File: src/rtl/plab4_net_router_input_ctrl_sep_if.sv
// Handshake and request bundle between one router input queue, its upstream
// sender and the three separate-wire output controllers.
interface plab4_net_router_input_ctrl_sep_if #(
   parameter int p_msg_nbits = 44
);
   logic                   in_val;
   logic                   in_rdy;
   logic [p_msg_nbits-1:0] in_msg;
   logic                   in_domain;

   logic                   reqs_p0;
   logic                   reqs_p1;
   logic                   reqs_p2;
   logic                   reqs_p0_domain;
   logic                   reqs_p1_domain;
   logic                   reqs_p2_domain;

   logic                   grants_p0;
   logic                   grants_p1;
   logic                   grants_p2;

   logic [p_msg_nbits-1:0] out_msg;
   logic                   out_domain;

   modport master (
      output in_val, in_msg, in_domain, grants_p0, grants_p1, grants_p2,
      input  in_rdy, reqs_p0, reqs_p1, reqs_p2,
             reqs_p0_domain, reqs_p1_domain, reqs_p2_domain,
             out_msg, out_domain
   );

   modport slave (
      input  in_val, in_msg, in_domain, grants_p0, grants_p1, grants_p2,
      output in_rdy, reqs_p0, reqs_p1, reqs_p2,
             reqs_p0_domain, reqs_p1_domain, reqs_p2_domain,
             out_msg, out_domain
   );
endinterface

File: src/rtl/plab4_net_router_input_ctrl_sep.sv
// Ring-router input stage: circular message+domain queue, head route decode
// onto one of three separate request wires, dequeue on matching grant.
module plab4_net_router_input_ctrl_sep #(
   parameter int p_msg_nbits   = 44,
   parameter int p_dest_lsb    = 32,
   parameter int p_dest_nbits  = 2,
   parameter int p_num_routers = 4,
   parameter int p_router_id   = 0,
   parameter int p_num_entries = 4
) (
   input logic clk,
   input logic reset,
   plab4_net_router_input_ctrl_sep_if.slave ifc
);
   localparam int c_ptr_bits = $clog2(p_num_entries);
   localparam int c_cnt_bits = c_ptr_bits + 1;
   localparam int c_rt_bits  = $clog2(p_num_routers);

   localparam logic [c_cnt_bits-1:0] c_full = c_cnt_bits'(p_num_entries);
   localparam logic [c_cnt_bits-1:0] c_zero = {c_cnt_bits{1'b0}};
   localparam logic [c_rt_bits-1:0]  c_id   = c_rt_bits'(p_router_id);
   localparam logic [c_rt_bits:0]    c_half = (c_rt_bits + 1)'(p_num_routers / 2);

   // Low c_rt_bits of the dest field are the destination modulo the ring size,
   // so the subtraction wraps naturally; a forward distance of exactly half goes east.
   function automatic logic [2:0] route_fn(input logic [p_msg_nbits-1:0] msg);
      logic [c_rt_bits-1:0] fwd;
      fwd = msg[p_dest_lsb +: c_rt_bits] - c_id;
      if (fwd == {c_rt_bits{1'b0}}) begin
         route_fn = 3'b010;
      end else if ({1'b0, fwd} <= c_half) begin
         route_fn = 3'b100;
      end else begin
         route_fn = 3'b001;
      end
   endfunction

   logic [p_msg_nbits:0]  slots_r [p_num_entries];
   logic [c_ptr_bits-1:0] head_r;
   logic [c_ptr_bits-1:0] tail_r;
   logic [c_cnt_bits-1:0] count_r;

   logic                  valid_s;
   logic                  in_rdy_s;
   logic                  enq_s;
   logic                  deq_s;
   logic [p_msg_nbits:0]  head_slot_s;
   logic [2:0]            reqs_s;
   logic [2:0]            grants_s;

   assign grants_s = {ifc.grants_p2, ifc.grants_p1, ifc.grants_p0};

   // Head decode; everything is zeroed when empty or in reset so no stale data leaks.
   always_comb begin
      valid_s     = reset && (count_r != c_zero);
      in_rdy_s    = reset && (count_r != c_full);
      head_slot_s = {(p_msg_nbits + 1){1'b0}};
      reqs_s      = 3'b000;
      if (valid_s) begin
         head_slot_s = slots_r[head_r];
         reqs_s      = route_fn(head_slot_s[p_msg_nbits-1:0]);
      end else begin
         head_slot_s = {(p_msg_nbits + 1){1'b0}};
         reqs_s      = 3'b000;
      end
      enq_s = ifc.in_val && in_rdy_s;
      deq_s = |(reqs_s & grants_s);
   end

   assign ifc.in_rdy         = in_rdy_s;
   assign ifc.reqs_p0        = reqs_s[0];
   assign ifc.reqs_p1        = reqs_s[1];
   assign ifc.reqs_p2        = reqs_s[2];
   assign ifc.out_msg        = head_slot_s[p_msg_nbits-1:0];
   assign ifc.out_domain     = head_slot_s[p_msg_nbits];
   assign ifc.reqs_p0_domain = head_slot_s[p_msg_nbits];
   assign ifc.reqs_p1_domain = head_slot_s[p_msg_nbits];
   assign ifc.reqs_p2_domain = head_slot_s[p_msg_nbits];

   // Queue pointers and occupancy.
   always_ff @(posedge clk) begin
      if (!reset) begin
         head_r  <= {c_ptr_bits{1'b0}};
         tail_r  <= {c_ptr_bits{1'b0}};
         count_r <= c_zero;
      end else begin
         if (enq_s) tail_r <= tail_r + c_ptr_bits'(1);
         else       tail_r <= tail_r;
         if (deq_s) head_r <= head_r + c_ptr_bits'(1);
         else       head_r <= head_r;
         case ({enq_s, deq_s})
            2'b10:   count_r <= count_r + c_cnt_bits'(1);
            2'b01:   count_r <= count_r - c_cnt_bits'(1);
            default: count_r <= count_r;
         endcase
      end
   end

   // Slot storage; contents are only observable while counted as valid.
   always_ff @(posedge clk) begin
      if (enq_s) slots_r[tail_r] <= {ifc.in_domain, ifc.in_msg};
   end
endmodule

File: src/flat_wrapper.sv
// flat-port wrapper written by rule: the top's interface ports become plain ports
module plab4_net_router_input_ctrl_sep_flat 
#(
   parameter int p_msg_nbits   = 44,
   parameter int p_dest_lsb    = 32,
   parameter int p_dest_nbits  = 2,
   parameter int p_num_routers = 4,
   parameter int p_router_id   = 0,
   parameter int p_num_entries = 4
)
  (clk, reset, ifc_in_val, ifc_in_msg, ifc_in_domain, ifc_grants_p0, ifc_grants_p1, ifc_grants_p2, ifc_in_rdy, ifc_reqs_p0, ifc_reqs_p1, ifc_reqs_p2, ifc_reqs_p0_domain, ifc_reqs_p1_domain, ifc_reqs_p2_domain, ifc_out_msg, ifc_out_domain);
  plab4_net_router_input_ctrl_sep_if #(.p_msg_nbits(p_msg_nbits)) ifc_i ();
  input logic clk;
  input logic reset;
  input wire logic [$bits(ifc_i.in_val)-1:0] ifc_in_val;
  input wire logic [$bits(ifc_i.in_msg)-1:0] ifc_in_msg;
  input wire logic [$bits(ifc_i.in_domain)-1:0] ifc_in_domain;
  input wire logic [$bits(ifc_i.grants_p0)-1:0] ifc_grants_p0;
  input wire logic [$bits(ifc_i.grants_p1)-1:0] ifc_grants_p1;
  input wire logic [$bits(ifc_i.grants_p2)-1:0] ifc_grants_p2;
  output wire logic [$bits(ifc_i.in_rdy)-1:0] ifc_in_rdy;
  output wire logic [$bits(ifc_i.reqs_p0)-1:0] ifc_reqs_p0;
  output wire logic [$bits(ifc_i.reqs_p1)-1:0] ifc_reqs_p1;
  output wire logic [$bits(ifc_i.reqs_p2)-1:0] ifc_reqs_p2;
  output wire logic [$bits(ifc_i.reqs_p0_domain)-1:0] ifc_reqs_p0_domain;
  output wire logic [$bits(ifc_i.reqs_p1_domain)-1:0] ifc_reqs_p1_domain;
  output wire logic [$bits(ifc_i.reqs_p2_domain)-1:0] ifc_reqs_p2_domain;
  output wire logic [$bits(ifc_i.out_msg)-1:0] ifc_out_msg;
  output wire logic [$bits(ifc_i.out_domain)-1:0] ifc_out_domain;
  assign ifc_i.in_val = ifc_in_val;
  assign ifc_i.in_msg = ifc_in_msg;
  assign ifc_i.in_domain = ifc_in_domain;
  assign ifc_i.grants_p0 = ifc_grants_p0;
  assign ifc_i.grants_p1 = ifc_grants_p1;
  assign ifc_i.grants_p2 = ifc_grants_p2;
  assign ifc_in_rdy = ifc_i.in_rdy;
  assign ifc_reqs_p0 = ifc_i.reqs_p0;
  assign ifc_reqs_p1 = ifc_i.reqs_p1;
  assign ifc_reqs_p2 = ifc_i.reqs_p2;
  assign ifc_reqs_p0_domain = ifc_i.reqs_p0_domain;
  assign ifc_reqs_p1_domain = ifc_i.reqs_p1_domain;
  assign ifc_reqs_p2_domain = ifc_i.reqs_p2_domain;
  assign ifc_out_msg = ifc_i.out_msg;
  assign ifc_out_domain = ifc_i.out_domain;
  plab4_net_router_input_ctrl_sep #(.p_msg_nbits(p_msg_nbits), .p_dest_lsb(p_dest_lsb), .p_dest_nbits(p_dest_nbits), .p_num_routers(p_num_routers), .p_router_id(p_router_id), .p_num_entries(p_num_entries)) u_core (.clk(clk), .reset(reset), .ifc(ifc_i));
endmodule
File: config.mk
export PLATFORM = sky130hd
export DESIGN_NAME = plab4_net_router_input_ctrl_sep_flat
export DESIGN_NICKNAME = d
export VERILOG_FILES = /design/src/rtl/plab4_net_router_input_ctrl_sep_if.sv /design/src/rtl/plab4_net_router_input_ctrl_sep.sv /design/src/flat_wrapper.sv
export SDC_FILE = /design/constraint.sdc
export NUM_CORES = 1
export LEC_CHECK = 0
export ABC_AREA = 1
export CAP_MARGIN = 0
export CELL_PAD_IN_SITES_DETAIL_PLACEMENT = 0
export CELL_PAD_IN_SITES_GLOBAL_PLACEMENT = 1
export CORE_MARGIN = 3
export CORE_UTILIZATION = 44
export DETAILED_ROUTE_END_ITERATION = 8
export PLACE_DENSITY = 0.8
export RECOVER_POWER = 100
export SLEW_MARGIN = 20
export SYNTH_ARGS = -nofsm -noshare
export SYNTH_HDL_FRONTEND = slang
export SYNTH_SLANG_ARGS = --single-unit
File: constraint.sdc
create_clock -name clk -period 4.2 [get_ports clk]
set_clock_uncertainty 0.1 [all_clocks]
set_input_delay 0.42 -clock clk [delete_from_list [all_inputs] [get_ports clk]]
set_output_delay 0.42 -clock clk [all_outputs]
set_load 0.1 [all_outputs]
## Word-level counts from Yosys, hierarchy flattened

Memories as Yosys holds them, arrays and structs flattened. A register that Yosys moved wholly into a read port is not among the register bits.
Index checks and enable logic that the tools add are counted.

- Output and inout bits: 52
- Logic and storage cells: 29
- Flip-flop bits (word level): 7
- Input port bits: 51
- RAM bits: 180
- Memories kept: 1

Memories:

| name | depth | bits a word | read ports | clocked after Yosys merged registers in | write ports | line | source |
|---|---|---|---|---|---|---|---|
| u_core.slots_r | 4 | 45 | 1 | 1 | 1 | plab4_net_router_input_ctrl_sep.sv:38 | `logic [p_msg_nbits:0] slots_r [p_num_entries];` |

- Bitwise gates (word level): 1
- Eq/ne operators: 3
- Add/subtract/negate cells: 4
- $lt $le $gt $ge: 1
- Multiplexer cells: 9
- Reductions and logical operators: 7

Operators with widths:

| operator | count |
|---|---|
| $mux 45 | 1 |
| $mux 3 | 3 |
| $pmux 3 s2 | 1 |
| $add 2x1->2 const B | 2 |
| $mux 2 | 2 |
| $add 3x1->3 const B | 1 |
| $and 3x3->3 | 1 |
| $logic_and 1x1->1 | 3 |
| $ne 3x3->1 const B | 1 |
| $reduce_bool 3->1 | 1 |
| $reduce_or 3->1 | 1 |
| $sub 3x1->3 const B | 1 |
| $eq 2x1->1 const B | 1 |
| $eq 2x2->1 const B | 1 |
| $le 2x2->1 const B | 1 |
| $logic_not 2->1 | 1 |
| $mux 1 | 2 |
| $reduce_bool 2->1 | 1 |

## Depth between registers and ports, before layout

Gate-level depths: netlist of the first run.

- Word-level depth: 8
- Gate-level depth with buffers: 16
- Mapped depth without buffers: 14

## Worst setup path after synthesis of the first run

No wires, ideal clock.

- Path type: input port to flip-flop
- Start: input port reset
- End: memory u_core.slots_r[0][0] (netlist bit) (enable)
- Path buffers: 1
- Arrival: 3700 ps
- Cell stages on the path: 5
- Setup time: 448 ps
- Data required time: 3652 ps
- Slack: -48 ps
- Cells stage by stage: buf_4 > inv_1 > a21oi_2 > nand2_2 > nor2_1

- Cells in the longest elaborated chain, start to end: 4

Ends and longest elaborated chain:

| what | line | source |
|---|---|---|
| start: declaration | flat_wrapper.sv:14 | `input logic reset;` |
| $logic_and 1x1->1 | plab4_net_router_input_ctrl_sep.sv:56 | `in_rdy_s = reset && (count_r != c_full);` |
| via ifc_in_rdy | flat_wrapper.sv:21 | `output wire logic [$bits(ifc_i.in_rdy)-1:0] ifc_in_rdy;` |
| $logic_and 1x1->1 | plab4_net_router_input_ctrl_sep.sv:66 | `enq_s = ifc.in_val && in_rdy_s;` |
| $mux 1 | plab4_net_router_input_ctrl_sep.sv:101 | `if (enq_s) slots_r[tail_r] <= {ifc.in_domain, ifc.in_msg};` |
| $mux 1 (not written as such) | plab4_net_router_input_ctrl_sep.sv:101 |  |
| end: declaration | plab4_net_router_input_ctrl_sep.sv:38 |  |

The timed path passes the listed nets, and every way through them passes these cells.

==> summary.md, run 1 <==
| Metric | Value |
|---|---|
| Leakage | `about 3.2 nW` |
| Vias in the first global route | `around 4.8k` |
| Post-Route Utilization | `54.6%` |
| Die Wd | `between 100 and 150 µm` |
| Crit start category | `flop` |
| Adder-cell share of the synthesized area | `under 10%` |
| Part of the cycle the worst path needs | `86.9%` |
| Pwr/cell area | `494 nW/µm²` |
| Hold WC Path Type | `flop to flop` |
| IO Port Bufs | `slightly above 100` |
| Die Span Y | `~140 µm` |
| Headroom to the max-slew limit | `5.21%` |
| CORE AREA | `approximately 17000 µm²` |
| Clock share of power | `a little over a third` |
| Total track usage | `roughly 17%` |
| Synth Flop Type | `edfxtp_1` |
| Status | `completed` |
| Comb pwr share | `between 10% and 20%` |
| Gp weighted congestion | `~0.79` |
| Max Cap Viol | `0` |
| NetSw | `0.00125 W` |
| Yosys Warn Count | `0` |
| Post-synthesis xor/xnor area fraction | `less than 1%` |
| Syn Area/Cell | `12.5 µm²` |
| DIE AREA | `18800 µm²` |
| Row count | `47` |
| Fin crit period | `roughly 3.6 ns` |
| CTS Root Cell | `clkbuf_16` |
| Mapped cell area | `around 7600 µm²` |
| CTS tree | `yes` |
| Routed length per instance | `approximately 17 µm` |
| Area post-placement | `8650 µm²` |
| Global-route wire length before repair | `around 24000 µm` |
| Maximum VDD drop | `~0.29 mV` |
| Total congestion overflow | `0` |
| Setup Fix Bufs, Post-CTS | `0` |
| Post_cts resized | `0` |
| Synth top area share | `71.5%` |
| DR vias/cell | `roughly 5.1` |
| CP required | `roughly 3.7 ns` |
| Top cells by area, synth | `edfxtp_1 72%, nor2_1 9.1%, o21ai_0 4.4%` |
| Final setup fails | `0` |
| Clock Latency Late Sink | `about 0.43 ns` |
| Cell-internal power | `between 0.003 and 0.004 W` |
| Worst-margin pin slew | `approximately 1.4 ns` |
| Synthesized Nets | `between 600 and 700` |
| Initial DRT Pass Iterations | `4` |
| Slew Viols, Final | `0` |
| Initial antenna violation count | `2` |
| Sequential share of power | `~48%` |
| Num CTS Buffers | `17` |
| Post-synthesis mux area share | `0%` |
| Area delta synth->final | `20.6%` |
| CP bufs+invs | `3` |
| Proportion of layout cells with a drive suffix above 1 | `between 10% and 20%` |
| Crit path max fanout | `74` |
| Simple-gate portion of the synthesized area | `a little over a tenth` |
| Seq/Total Area, Yosys | `~74%` |
| Register bit total from synthesis | `around 190` |
| Top-count cell post-synth | `nor2_1` |
| Initial Util | `a little under half` |
| TritonCTS Sinks | `between 150 and 200` |
| Post-Place Worst Slack | `around 1.0 ns` |
| Hold Slack | `0.393 ns` |
| Cell count after synthesis | `~600` |
| Largest net degree at the start of global routing | `75` |
| Worst stage delay on the critical path | `about 0.9 ns` |
| Setup ws final | `approximately 0.55 ns` |
| Top post-synthesis cells by count | `184 x nor2_1, 180 x edfxtp_1, 67 x o21ai_0, 52 x a21oi_1, 24 x o21ai_1` |
| Largest family of logic cells by synthesized area | `simple AND/OR/NAND/NOR gates` |
| Cts hold-fix bufs | `0` |
| Layout Nets | `about 760` |
| Leading area contributor after synthesis | `edfxtp_1` |
| Max clock buf depth | `2` |
| Design Area, Final | `9110 µm²` |
| RSZ-0062 raised after global routing | `no` |
| Hold Vio Cnt, Final | `0` |
| H-tree depth | `4` |
| Setup crit end kind | `output port` |
| Cell at the slowest stage of the critical path | `clkbuf_1` |
| Top-Level Pins | `about 100` |
| Worst-path clk slew | `about 0.07 ns` |
| Async SR Flop Fraction | `0%` |
| Post-synth EDFFs | `180` |
| Vias | `4771` |
| Detailed Route WL | `about 16000 µm` |
| Synth Area in Compound Gates | `10.0%` |
| Post-route ant nets | `0` |
| Fmax | `approximately 0.27 GHz` |
| Post-DP HPWL | `just over 9000 µm` |
| Worst-path cell chain | `inv_4 > buf_4 > o21ai_0 > a21oi_1 > clkbuf_1` |
| Kind of critical path | `flop to output port` |
| Starting DRT DRC Count | `320` |
| Drt drc | `0` |
| Count of cell types in the netlist | `23` |
| Sw frac | `~28%` |
| CP Data Arrival Time | `3.13 ns` |
| Crit-path leading delay family | `buffers and inverters` |
[kinds of logic after synthesis]
family	after synthesis
AND/OR/NAND/NOR	204
flip-flops	189
AO/OA/AOI/OAI	146
buffers and inverters	56
adder cells (fa/ha/maj)	8
XOR/XNOR	1
[power groups by stage]
| stage | Clock, W | Sequential (W) | Combinational (W) |
|---|---|---|---|
| 2_1_floorplan | 0 | 0.00217 | 0.000584 |
| 6_report | 0.00162 | 0.00215 | 0.000730 |
| 3_3_place_gp | 0 | 0.00219 | 0.000764 |
| 5_1_grt | 0.00173 | 0.00215 | 0.000781 |
| 3_5_place_dp | 0 | 0.00219 | 0.000775 |
| 4_1_cts | 0.00165 | 0.00215 | 0.000777 |
[through the flow]
| step | power, W | cells | setup TNS (ns) |
|---|---|---|---|
| 2_1_floorplan | 0.00276 | 604 | -8.67 |
| 3_3_place_gp | 0.00295 | 898 | 0 |
| 3_5_place_dp | 0.00296 | 898 | 0 |
| 4_1_cts | 0.00458 | 929 | 0 |
| 5_1_grt | 0.00467 | 930 | 0 |
| 6_report | 0.00450 | 932 | 0 |
[tightest hold or removal path, delay by kind of cell (launching register included)]
family | cells | cell delay, ns
compound gates | 1 | 0.06
buf+inv | 1 | 0.07
flops | 1 | 0.32
[registers in the layout (all words and copies together), names as in the netlist, named ones only]
register and cells:
u_core.slots_r 180, u_core.count_r 3, u_core.head_r 2, u_core.tail_r 2
[path summary, 6_finish.rpt]
| path | startpoint | end | slack, ns | cells after the start |
|---|---|---|---|---|
| worst min register to register | u_core.count_r[2]$_SDFFE_PN0P_ | u_core.count_r[2]$_SDFFE_PN0P_ | 0.39 | 2 |
| worst max register to register | flop | u_core.count_r[2]$_SDFFE_PN0P_ | 1.02 | 13 |
| worst max-delay path | flop | ifc_out_msg[12] | 0.55 | 5 |
| worst min-delay path | u_core.count_r[2]$_SDFFE_PN0P_ | u_core.count_r[2]$_SDFFE_PN0P_ | 0.39 | 2 |
[cells in the final DEF (no fill, tap or decap), drive strengths merged, types with 2 or more instances in the layout]
cell and instances:
clkinvlp 3, o21ai 91, dlygate4sd3 46, a21oi 53
buf 29, clkbuf 50, nand2 12, dfxtp 9
clkinv 8, ha 7, nand4 4, bufinv 4
inv 17, clkdlybuf4s50 4, diode 3, a32oi 2
nor2 187, edfxtp 180
[per-layer routing]
metal	track usage [%]	part of all wire (%)	vias up	wire length, µm
li1	-	-	2314	-
met4	6.54	1.5	2	239
met3	4.45	5.4	18	862
met5	0	0.044	-	7
met2	30.1	52	125	8320
met1	21.0	41	2312	6450
[area by class of cell]
cell class	count	area, µm²
Timing Repair Buffer	112	908
Sequential cell	189	5590
Inverter	18	70.1
Multi-Input combinational cell	359	1660
Clock buffer	17	425
Antenna cell	3	7.51
Tap cell	220	275
Clock inverter	14	176
Fill cell	1404	7590
Power figures use the tool's default switching activity.
==> run 2, diff against run 1 <==
Settings changed: CAP_MARGIN 0 to unset.
==> results of run 2 <==
No change in the layout: final DEF, timing and power equal those of run 1.
==> run 3, diff against run 2 <==
Settings changed: CORE_UTILIZATION 44 to 40, PLACE_DENSITY 0.8 to 0.79.
Clock period 4.2 ns to 3.2 ns, I/O delays scaled along.
==> summary.md, run 3 (synthesized netlist as in run 1, its figures left out) <==
| Metric | Value |
|---|---|
| Worst-path clk slew | `around 0.06 ns` |
| Vias | `just under 5k` |
| Initial Util | `41.4%` |
| Largest Register | `u_core.slots_r` |
| Die Span Y | `approximately 140 µm` |
| Initial antenna violation count | `2` |
| Crit path max fanout | `15` |
| Maximum VDD drop | `0.412 mV` |
| Post_cts resized | `0` |
| Final setup fails | `0` |
| Setup crit end kind | `output port` |
| Cts hold-fix bufs | `0` |
| Placed Instances | `around 900` |
| Post-Place Worst Slack | `about 0.45 ns` |
| Metal2 WL | `~8300 µm` |
| DR vias/cell | `between 5 and 6` |
| Starting DRT DRC Count | `360` |
| Status | `completed` |
| Fmax | `about 0.34 GHz` |
| CTS Root Cell | `clkbuf_16` |
| H-tree depth | `4` |
| Max Cap Viol | `0` |
| Post-route ant nets | `0` |
| RSZ-0062 raised after global routing | `no` |
| Area delta synth->final | `26.0%` |
| Post-DP HPWL | `around 9800 µm` |
| Max layer used | `met4` |
| Pwr/cell area | `614 nW/µm²` |
| Leakage | `between 3 and 4 nW` |
| CP bufs+invs | `3` |
| Row count | `slightly below 50` |
| Worst-path cell chain | `dlygate4sd3_1 > nand2_1 > clkbuf_2 > a21oi_1 > clkbuf_4` |
| Initial DRT Pass Iterations | `5` |
| TritonCTS Sinks | `between 150 and 200` |
| Most frequent cells in the layout | `182 x nor2_1, 180 x edfxtp_1, 67 x o21ai_0` |
| Fillers | `~1.5k` |
| Slew Viols, Final | `0` |
| Hold Vio Cnt, Final | `0` |
| Headroom to the max-slew limit | `approximately 22%` |
| CORE AREA | `18300 µm²` |
| Fin crit period | `approximately 3.0 ns` |
| Vias in the first global route | `about 4.7k` |
| Largest net degree at the start of global routing | `55` |
| Num CTS Buffers | `17` |
| Met3 routed WL | `about 950 µm` |
| Clock Latency Late Sink | `between 0.4 and 0.5 ns` |
| Global-route wire length before repair | `between 20000 and 30000 µm` |
| Most common cell after layout, fill and taps aside | `nor2_1` |
| Crit start category | `primary input` |
| Part of the cycle the worst path needs | `93.1%` |
| Max clock buf depth | `2` |
| Detailed Route WL | `approximately 16000 µm` |
| Crit-path leading delay family | `buffers and inverters` |
| Gp weighted congestion | `0.753` |
| Die Wd | `approximately 140 µm` |
| Proportion of layout cells with a drive suffix above 1 | `approximately 15%` |
| Layout Nets | `between 700 and 800` |
| Max FFs per register | `180` |
| Top-Level Pins | `between 100 and 150` |
| Cell Count, Final, Fillers Out | `around 950` |
| Total track usage | `16.1%` |
| Drt drc | `0` |
| DIE AREA | `~20000 µm²` |
| Kind of critical path | `primary input to output port` |
| Wl on met1 | `about 6800 µm` |
| Hold WC Path Type | `flop to flop` |
| Total congestion overflow | `0` |
| Cell at the slowest stage of the critical path | `dlygate4sd3_1` |
| IO Port Bufs | `between 100 and 150` |
| Setup ws final | `0.219 ns` |
| Worst-margin pin slew | `around 1.2 ns` |
| CTS tree | `yes` |
| Worst stage delay on the critical path | `roughly 0.71 ns` |
| Biggest regs | `u_core.slots_r (180), u_core.count_r (3)` |
| Setup Fix Bufs, Post-CTS | `0` |
| CP required | `2.78 ns` |
| Hold Slack | `0.413 ns` |
| CP Data Arrival Time | `~2.6 ns` |
| Routed length per instance | `about 17 µm` |
| Setup tns final | `0 ns` |
| Post-Route Utilization | `a little over half` |
run 3: changes by cell type in the layout (fill, tap and decap cells not counted), moves of 2 or more:
| cell | previous run | this run |
|---|---|---|
| buf_12 | 4 | 32 |
| buf_4 | 25 | 7 |
| clkbuf_1 | 20 | 5 |
| buf_2 | 0 | 6 |
| clkbuf_4 | 0 | 5 |
| clkinv_1 | 5 | 0 |
| bufinv_16 | 4 | 1 |
| clkbuf_2 | 13 | 16 |
| clkinv_2 | 2 | 5 |
| nor2_2 | 6 | 3 |
| inv_6 | 0 | 2 |
| nor2_4 | 0 | 2 |
run 3: path summary, 6_finish.rpt:
path / from / to / slack [ns] / cells past startpoint
hold / removal: u_core.count_r[2]$_SDFFE_PN0P_ / u_core.count_r[2]$_SDFFE_PN0P_ / 0.41 / 2
hold reg to reg: u_core.count_r[2]$_SDFFE_PN0P_ / u_core.count_r[2]$_SDFFE_PN0P_ / 0.41 / 2
setup reg to reg: flop / u_core.count_r[2]$_SDFFE_PN0P_ / 0.38 / 14
setup / recovery: reset / ifc_out_msg[21] / 0.22 / 5
run 3: final cells by class:
type                       count  area [µm²]  area share (%)
timing repair buffer         119        1350            14.2
multi-input combinational    359        1670            17.5
clock inverter                13         115            1.21
sequential                   189        5590            58.7
antenna                        2        5.00          0.0526
inverter                      18        70.1           0.736
clock buffer                  19         433            4.55
tap                          229         287            3.01
run 3: worst register-to-register path, delay by kind of cell, from the launching register on:
| kind | cells | cell delay (ns) |
|---|---|---|
| flops | 1 | 0.37 |
| simple gates | 3 | 0.40 |
| compound gates | 5 | 0.72 |
| buf+inv | 3 | 0.27 |
| fa+ha+maj | 3 | 0.86 |
run 3: report_power, final:
part | leakage [nW] | switching (W) | internal [W]
clock | 0.265 | 0.000863 | 0.00107
sequential | 1.71 | 0.0000211 | 0.00278
combinational | 1.35 | 0.000812 | 0.000296
total | 3.32 | 0.00170 | 0.00415
run 3: through the flow:
| step | total power (W) | instance area [µm²] |
|---|---|---|
| after global placement | 0.00407 | 9330 |
| after detailed placement | 0.00409 | 9330 |
| final | 0.00585 | 9520 |
| after global routing | 0.00607 | 9520 |
| after floorplan | 0.00362 | 7570 |
| after CTS | 0.00601 | 9880 |
run 3: metal layers:
metal / up-vias / global-route usage [%]
met5: - / 0
met4: 0 / 3.91
met3: 11 / 4.69
met2: 134 / 27.0
met1: 2332 / 20.7
li1: 2328 / -
